[config.mk]
export PLATFORM = sky130hd
export DESIGN_NAME = masked_psum_accumulator
export DESIGN_NICKNAME = d
export VERILOG_FILES = /design/src/rtl/masked_psum_accumulator.sv
export SDC_FILE = /design/constraint.sdc
export NUM_CORES = 2
export LEC_CHECK = 0
export ABC_CLOCK_PERIOD_IN_PS = 20400
export BUFFER_PORTS_ARGS = -buffer_cell sky130_fd_sc_hd__buf_2
export CAP_MARGIN = 10
export CORE_ASPECT_RATIO = 0.8
export CORE_MARGIN = 2
export CORE_UTILIZATION = 40
export DETAILED_ROUTE_END_ITERATION = 12
export GPL_TIMING_DRIVEN = 0
export PLACE_DENSITY_LB_ADDON = 0.08
export SYNTH_ARGS = -nofsm -noshare
export SYNTH_HDL_FRONTEND = slang
export SYNTH_SLANG_ARGS = --single-unit
[constraint.sdc]
create_clock -name clk -period 20.4 [get_ports clk]
set_clock_uncertainty 0.05 [all_clocks]
set_input_delay 1.02 -clock clk [delete_from_list [all_inputs] [get_ports clk]]
set_output_delay 1.02 -clock clk [all_outputs]
set_load 0.02 [all_outputs]
[src/rtl/masked_psum_accumulator.sv]
// Walks a captured adder-mask beat row by row and streams one signed partial-sum
// reduction per nonzero row (filter group) over a valid/ready output.
module masked_psum_accumulator #(
  parameter int NUM_MACRO = 16,
  parameter int OUT_CH    = 512,
  parameter int PSUM_W    = 16,
  localparam int BIT_OUT_CH = $clog2(OUT_CH),
  localparam int SUM_W      = PSUM_W + $clog2(NUM_MACRO)
) (
  input  logic                            clk,
  input  logic                            rst,
  input  logic                            in_valid,
  output logic                            in_ready,
  input  logic [NUM_MACRO*NUM_MACRO-1:0]  ADDER_MASK,
  input  logic [NUM_MACRO*BIT_OUT_CH-1:0] WHICH_FILTER,
  input  logic [NUM_MACRO*PSUM_W-1:0]     PSUM,
  output logic                            out_valid,
  input  logic                            out_ready,
  output logic signed [SUM_W-1:0]         out_sum,
  output logic [BIT_OUT_CH-1:0]           out_filter,
  output logic                            out_last,
  output logic                            empty_done,
  output logic [1:0]                      dbg_state
);

  localparam int PTR_W = (NUM_MACRO > 1) ? $clog2(NUM_MACRO) : 1;
  localparam int EXT_W = SUM_W - PSUM_W;
  localparam logic [PTR_W-1:0] LAST_ROW = PTR_W'(NUM_MACRO - 1);

  // Handshakes: a transfer happens on a rising edge where valid && ready; once
  // out_valid rises, out_sum/out_filter/out_last hold until that transfer.
  typedef enum logic [1:0] {IDLE = 2'd0, SCAN = 2'd1, OUT = 2'd2} state_t;

  state_t                          state, state_nxt;
  logic [PTR_W-1:0]                ptr, ptr_nxt;
  logic [NUM_MACRO*NUM_MACRO-1:0]  mask_q;
  logic [NUM_MACRO*BIT_OUT_CH-1:0] filt_q;
  logic [NUM_MACRO*PSUM_W-1:0]     psum_q;
  logic                            emitted;
  logic [NUM_MACRO-1:0]            cur_row;
  logic                            later_nz;
  logic signed [SUM_W-1:0]         row_sum;
  logic [PSUM_W-1:0]               psum_j;
  logic                            take, load_out;

  assign in_ready  = (state == IDLE);
  assign out_valid = (state == OUT);
  assign dbg_state = state;

  // Row datapath: current row, its masked sum, and whether any later row is nonzero.
  always_comb begin
    cur_row  = mask_q[int'(ptr)*NUM_MACRO +: NUM_MACRO];
    later_nz = 1'b0;
    row_sum  = '0;
    psum_j   = '0;
    for (int r = 0; r < NUM_MACRO; r++) begin
      if ((r > int'(ptr)) && (|mask_q[r*NUM_MACRO +: NUM_MACRO])) later_nz = 1'b1;
    end
    for (int j = 0; j < NUM_MACRO; j++) begin
      psum_j = psum_q[j*PSUM_W +: PSUM_W];
      if (cur_row[j]) row_sum = row_sum + {{EXT_W{psum_j[PSUM_W-1]}}, psum_j};
    end
  end

  always_comb begin
    state_nxt  = state;
    ptr_nxt    = ptr;
    take       = 1'b0;
    load_out   = 1'b0;
    empty_done = 1'b0;
    case (state)
      IDLE: begin
        if (in_valid) begin
          take      = 1'b1;
          ptr_nxt   = '0;
          state_nxt = SCAN;
        end
      end
      SCAN: begin
        if (|cur_row) begin
          load_out  = 1'b1;
          state_nxt = OUT;
        end else if (ptr != LAST_ROW) begin
          ptr_nxt = ptr + PTR_W'(1);
        end else begin
          state_nxt  = IDLE;
          empty_done = !emitted;
        end
      end
      OUT: begin
        if (out_ready) begin
          if (out_last) begin
            state_nxt = IDLE;
          end else begin
            ptr_nxt   = ptr + PTR_W'(1);
            state_nxt = SCAN;
          end
        end
      end
      default: state_nxt = IDLE;
    endcase
  end

  always_ff @(posedge clk) begin
    if (rst) begin
      state      <= IDLE;
      ptr        <= '0;
      mask_q     <= '0;
      filt_q     <= '0;
      psum_q     <= '0;
      emitted    <= 1'b0;
      out_sum    <= '0;
      out_filter <= '0;
      out_last   <= 1'b0;
    end else begin
      state <= state_nxt;
      ptr   <= ptr_nxt;
      if (take) begin
        mask_q  <= ADDER_MASK;
        filt_q  <= WHICH_FILTER;
        psum_q  <= PSUM;
        emitted <= 1'b0;
      end
      if (load_out) begin
        out_sum    <= row_sum;
        out_filter <= filt_q[int'(ptr)*BIT_OUT_CH +: BIT_OUT_CH];
        out_last   <= !later_nz;
        emitted    <= 1'b1;
      end
    end
  end

endmodule

## Yosys cells after proc, flatten, opt, wreduce, memory -nomap -nowiden

Index checks and enable logic that the tools add are counted.

- Bits in registers: 693
- Output and inout port bits: 35

- Add/subtract/negate cells: 16
- Multiply operators: 1
- Order comparisons: 15
- Equality and inequality tests: 9
- Shifts and indexed selects: 2
- Mux-type cells: 52
- Reduce and logical (&&, ||, !) cells: 38

Operators with widths:

| cell | number |
|---|---|
| 20-bit 2-to-1 mux | 16 |
| 20-bit adder | 15 |
| 16-bit OR reduction | 16 |
| 256-bit by 9-bit variable part select with 16-bit output | 1 |
| 144-bit by 9-bit variable part select with 9-bit output | 1 |
| 4-bit greater-than comparator (first input constant) | 8 |
| 1-bit 2-to-1 mux | 25 |
| 4-bit 2-to-1 mux | 5 |
| 3-bit by 4-bit greater-than comparator with 1-bit output (first input constant) | 4 |
| 1-bit logical AND | 15 |
| 4-bit one-hot mux with 3 select lines | 1 |
| 2-bit by 4-bit greater-than comparator with 1-bit output (first input constant) | 2 |
| 4-bit by 4-bit multiplier with 8-bit output (second input constant) | 1 |
| 2-bit 2-to-1 mux | 4 |
| 2-bit != test (second input constant) | 4 |
| 2-bit one-hot mux with 3 select lines | 1 |
| 6-bit AND reduction | 1 |
| 4-bit by 1-bit adder with 4-bit output (second input constant) | 1 |
| 1-bit by 4-bit greater-than comparator with 1-bit output (first input constant) | 1 |
| 4-bit != test (second input constant) | 1 |
| 3-bit != test (second input constant) | 1 |
| 3-bit AND reduction | 1 |
| 3-bit nonzero test | 1 |
| 2-bit by 1-bit equality test with 1-bit output (second input constant) | 1 |
| 5 further kinds | 6 |

## Longest topological paths before layout

- Depth in word-level cells: 32
- Depth in mapped cells: 119
- Mapped depth without buffers: 116

## Least setup slack after synthesis

Ideal clock, no wire load.

- Path kind: register to register
- Start: register ptr[0]
- End: register out_sum[19]
- Setup time: 0.087 ns
- Arrival: 19.666 ns
- Data required time: 20.263 ns
- Path slack: 0.597 ns
- Stages on the path, launching flop included: 112
- Buffers on the path: 2
- Period minus slack after synthesis: 19.803 ns
- Cells stage by stage: dfxtp_1 > buf_6 > mux4_2 > or2_0 > a31oi_2 > nor2_1 > clkbuf_1 > and2_1 > ha_1 > fa_1 > xor2_1 > nand2_1 > and2_1 > or2_2 > ha_1 > nor2b_1 > o21a_1 > nor2_1 > [... 76 more ...] > a21boi_0 > ha_1 > or2_2 > a21oi_1 > a31oi_1 > xor2_1 > o211ai_1 > nor3_1 > ha_1 > nand2_1 > o21ai_0 > mux2i_1 > xnor2_1 > xnor2_1 > xnor2_1 > xnor3_1 > xnor2_1 > o31ai_1

- Cells in the longest elaborated chain, start to end: 32
- Elaborated cells between the ends (all ways): 35

Ends and longest elaborated chain:

| element | line | RTL |
|---|---|---|
| start: declaration | 35 | `logic [PTR_W-1:0] ptr, ptr_nxt;` |
| start signal: assignment | 117 | `ptr <= ptr_nxt;` |
| 256-bit by 9-bit variable part select with 16-bit output * | 52 | `cur_row = mask_q[int'(ptr)*NUM_MACRO +: NUM_MACRO];` |
| 20-bit 2-to-1 mux | 61 | `if (cur_row[j]) row_sum = row_sum + {{EXT_W{psum_j[PSUM_W-1]}}, psum_j};` |
| 20-bit adder | 61 |  |
| 20-bit 2-to-1 mux | 61 |  |
| 20-bit adder | 61 |  |
| 20-bit 2-to-1 mux | 61 |  |
| 20-bit adder | 61 |  |
| 20-bit 2-to-1 mux | 61 |  |
| [... 16 more ...] | - |  |
| 20-bit adder | 61 |  |
| 20-bit 2-to-1 mux | 61 |  |
| 20-bit adder | 61 |  |
| 20-bit 2-to-1 mux | 61 |  |
| 20-bit adder | 61 |  |
| 20-bit 2-to-1 mux | 61 |  |
| 20-bit adder | 61 |  |
| 20-bit 2-to-1 mux | 61 |  |
| end signal: assignment | 125 | `out_sum <= row_sum;` |
| end: declaration | 19 | `output logic signed [SUM_W-1:0] out_sum,` |

Every way passes the cells marked *; elsewhere a longest branch is shown, timed or not.
A chain may end at the register's enable or synchronous reset.

## Worst setup path after layout

Ends and elaborated chain as after synthesis.

==> insert_results.sql <==
INSERT INTO impl_metrics (metric_group, metric, value, unit) VALUES
('worst_setup_path', 'worstRegToRegCells', '113', ''),
('final_layout', 'finish.cell_count_without_fillers', '8331', ''),
('placement', 'pre_cts_slack', '-4.072', 'ns'),
('detailed_routing', 'postRouteAntennaNets', '0', ''),
('global_route', 'grt_pass1_vias', '44110', ''),
('synth', 'synthCells', '5874', ''),
('placement', 'io_buffers', '694', ''),
('die', 'placement_rows', '109', ''),
('clocking', 'cts.clk_slew.worst_paths', '0.06', 'ns'),
('final_layout', 'multi_input_area', '0.03097', 'mm²'),
('timing', 'report.final.setup_viol', '2', ''),
('final_layout', 'final_design_area_no_fill', '0.05611', 'mm²'),
('detailed_routing', 'detailedRoute.firstPassIterationCount', '6', ''),
('detailed_routing', 'totalWireLength', '193000', 'µm'),
('final_layout', 'fraction_of_layout_instances_using_a_drive_strength_above_1', '22.24', '%'),
('min_path', 'hold_path.startpoint', 'filt_q[49]', ''),
('timing', 'hold_viol', '0', ''),
('run', 'max_cap_viol_count', '0', ''),
('die', 'die_w', '376.4', 'µm'),
('placement', 'dp_hpwl', '154400', 'µm'),
('synth', 'synth_commonest_cells', 'sky130_fd_sc_hd__nand2_1 (1623), sky130_fd_sc_hd__a21oi_1 (927), sky130_fd_sc_hd__dfxtp_1 (693), sky130_fd_sc_hd__ha_1 (291), sky130_fd_sc_hd__clkbuf_1 (266)', ''),
('worst_setup_path', 'worstSetupEndpointType', 'flop', ''),
('worst_setup_path', 'regToRegSetupSlack', '-0.29', 'ns'),
('timing', 'rsz_0062_raised_after_global_routing', 'yes', ''),
('timing', 'final_critical_path_setup_slack', '-0.2911', 'ns'),
('die', 'starting_density_of_the_core', '40.28', '%'),
('synth', 'synth.yosys.seq_area_share', '31.26', '%'),
('status', 'status', 'finished with violations', ''),
('clocking', 'num_cts_buffers', '77', ''),
('worst_setup_path', 'critical_path.most_common_cell', 'sky130_fd_sc_hd__xnor2_1', ''),
('timing', 'max_slew.worst_pin.slew', '1.267', 'ns'),
('worst_setup_path', 'worstPathArrival', '21.18', 'ns'),
('clocking', 'tritoncts', 'done', ''),
('worst_setup_path', 'worst_r2r_endpoint', 'out_sum[19]', ''),
('synth', 'synth_enable_flop_cells', '0', ''),
('clocking', 'cts-root-to-sink-buffers', '3', ''),
('detailed_routing', 'post_drt_via_cell_ratio', '5.705', ''),
('final_layout', 'finalCoreUtilization', '50.92', '%'),
('synth', 'yosysUniqueCellTypes', '94', ''),
('detailed_routing', 'wl_per_instance', '23.17', 'µm'),
('worst_setup_path', 'worstSetupPathType', 'flop to flop', ''),
('placement', 'gp_weighted_congestion', '0.9668', ''),
('detailed_routing', 'drcViolationCount', '0', ''),
('synth', 'synthesis.nets', '6840', ''),
('final_layout', 'seqCellArea', '0.01387', 'mm²'),
('synth', 'synth-seq-cells', '693', ''),
('synth', 'yosysMostFrequentCell', 'sky130_fd_sc_hd__nand2_1', ''),
('clocking', 'number_of_clock_sinks', '693', ''),
('synth', 'synth_top_cell_area_share', '31.26', '%'),
('detailed_routing', 'initialDrtViolationCount', '4209', ''),
('timing', 'final_period_minus_worst_setup_slack', '20.69', 'ns'),
('placement', 'placed_cells', '8014', ''),
('global_route', 'grt_antenna_before_repair', '31', ''),
('power_and_ir_drop', 'p_leak', '23.41', 'nW'),
('clocking', 'worst_skew_pair.late_latency', '0.72', 'ns'),
('min_path', 'worst_hold_path.num_cells', '2', ''),
('status', 'violated_checks', 'negative setup slack', ''),
('final_layout', 'nNetsFinal', '7786', ''),
('timing', 'slew_violations', '0', ''),
('timing', 'clock.fmax', '0.04833', 'GHz'),
('die', 'fp.coreArea', '0.1102', 'mm²'),
('worst_setup_path', 'critical_path.max_fanout', '6', ''),
('power_and_ir_drop', 'cellPowerDensity', '175.2', 'mW/mm²'),
('min_path', 'hold_crit_path_type', 'flop to flop', ''),
('synth', 'postSynthAreaPerCell', '7.556', 'µm²'),
('placement', 'placedInstanceArea', '0.04971', 'mm²'),
('synth', 'post_synth_instance_area', '0.04439', 'mm²'),
('clocking', 'h_tree_depth', '3', ''),
('synth', 'largest_cells_by_area_after_synthesis', 'sky130_fd_sc_hd__dfxtp_1 (31%), sky130_fd_sc_hd__nand2_1 (14%), sky130_fd_sc_hd__a21oi_1 (10%)', ''),
('min_path', 'worst_hold_path.endpoint', 'filt_q[49]', ''),
('synth', 'ys_dominant_reg_cell', 'sky130_fd_sc_hd__dfxtp_1', '');
[cell usage in the layout (no fill, tap or decap), types with 133 or more instances in the layout]
cell type	count
sky130_fd_sc_hd__a21oi_1	886
sky130_fd_sc_hd__nor2_1	229
sky130_fd_sc_hd__o21ai_0	133
sky130_fd_sc_hd__inv_1	149
sky130_fd_sc_hd__buf_2	708
sky130_fd_sc_hd__buf_4	170
sky130_fd_sc_hd__clkbuf_1	279
sky130_fd_sc_hd__ha_1	224
sky130_fd_sc_hd__nand2_1	1611
sky130_fd_sc_hd__dfxtp_1	692
[layer usage]
metal  GRT usage, %  vias up  wire (µm)
met5              0        -        243
met1          45.02    22790      87370
met2          50.40     1825      84000
met4          10.00       36       6364
met3          6.413      337      15040
li1               -    22540          -
[what timing repair did]
action	CTS	global route
setup buffers	120	51
setup endpoints to repair	11	10
gates resized for setup	277	220
pin swaps	116	152
[critical path: cells and delay by family (launching register included)]
family / cells / cell delay [ns]
flip-flops: 1 / 0.34
buffers and inverters: 10 / 1.24
XOR/XNOR: 16 / 2.55
AO/OA/AOI/OAI: 33 / 5.39
AND/OR/NAND/NOR: 35 / 5.14
multiplexers: 4 / 1.51
adder cells (fa/ha/maj): 15 / 4.30
[logic make-up (layout without fill, tap and decap cells)]
kind of cell,after synthesis,after routing,synth area share (%)
AND/OR/NAND/NOR,2334,2334,22.10
AO/OA/AOI/OAI,1641,1641,22.09
flip-flops,693,693,31.26
buffers and inverters,483,1489,4.254
adder cells (fa/ha/maj),307,307,8.902
multiplexers,212,212,7.273
XOR/XNOR,204,204,4.119
other,0,8,0
[cell type report]
class,count,share of cell area [%]
inverters,158,1.086
multi-input cells,4698,55.20
clock inverters,31,0.8563
flip-flops and latches,693,24.73
diodes,8,0.03568
well taps,1443,3.218
repair buffers,869,8.627
clock buffers,108,3.893
plain buffers,323,2.353
[worst max path at each step]
stage	slack, ns	from	to
global route	-1.08	ptr[0]	out_sum[19]
finish	-0.29	ptr[0]	out_sum[19]
CTS	-0.18	ptr[0]	out_sum[19]
floorplan	0.60	ptr[0]	out_sum[19]
detailed placement	-4.07	ptr[1]	out_sum[19]
global placement	-3.85	ptr[1]	out_sum[19]
[power breakdown]
group | switching, mW | total (mW) | internal (mW)
Combinational | 3.71 | 6.48 | 2.76
Clock | 0.646 | 1.48 | 0.838
Sequential | 0.264 | 1.87 | 1.61
[flip-flops by register name, indices dropped and copies added, names as in the netlist, 2 cells and up]
name	cells
mask_q	256
psum_q	256
filt_q	144
out_sum	20
out_filter	9
ptr	4
dbg_state	2
[metrics by stage]
stage,power [mW],hold slack (ns),TNS [ns]
3_3_place_gp,7.014,0.3885,-21.62
5_1_grt,10.44,0.4122,-1.941
3_5_place_dp,7.069,0.3946,-23.83
4_1_cts,9.217,0.4042,-0.1795
6_report,9.833,0.3999,-0.3050
2_1_floorplan,5.551,0.3817,0
(Power assumes the default switching activity.)
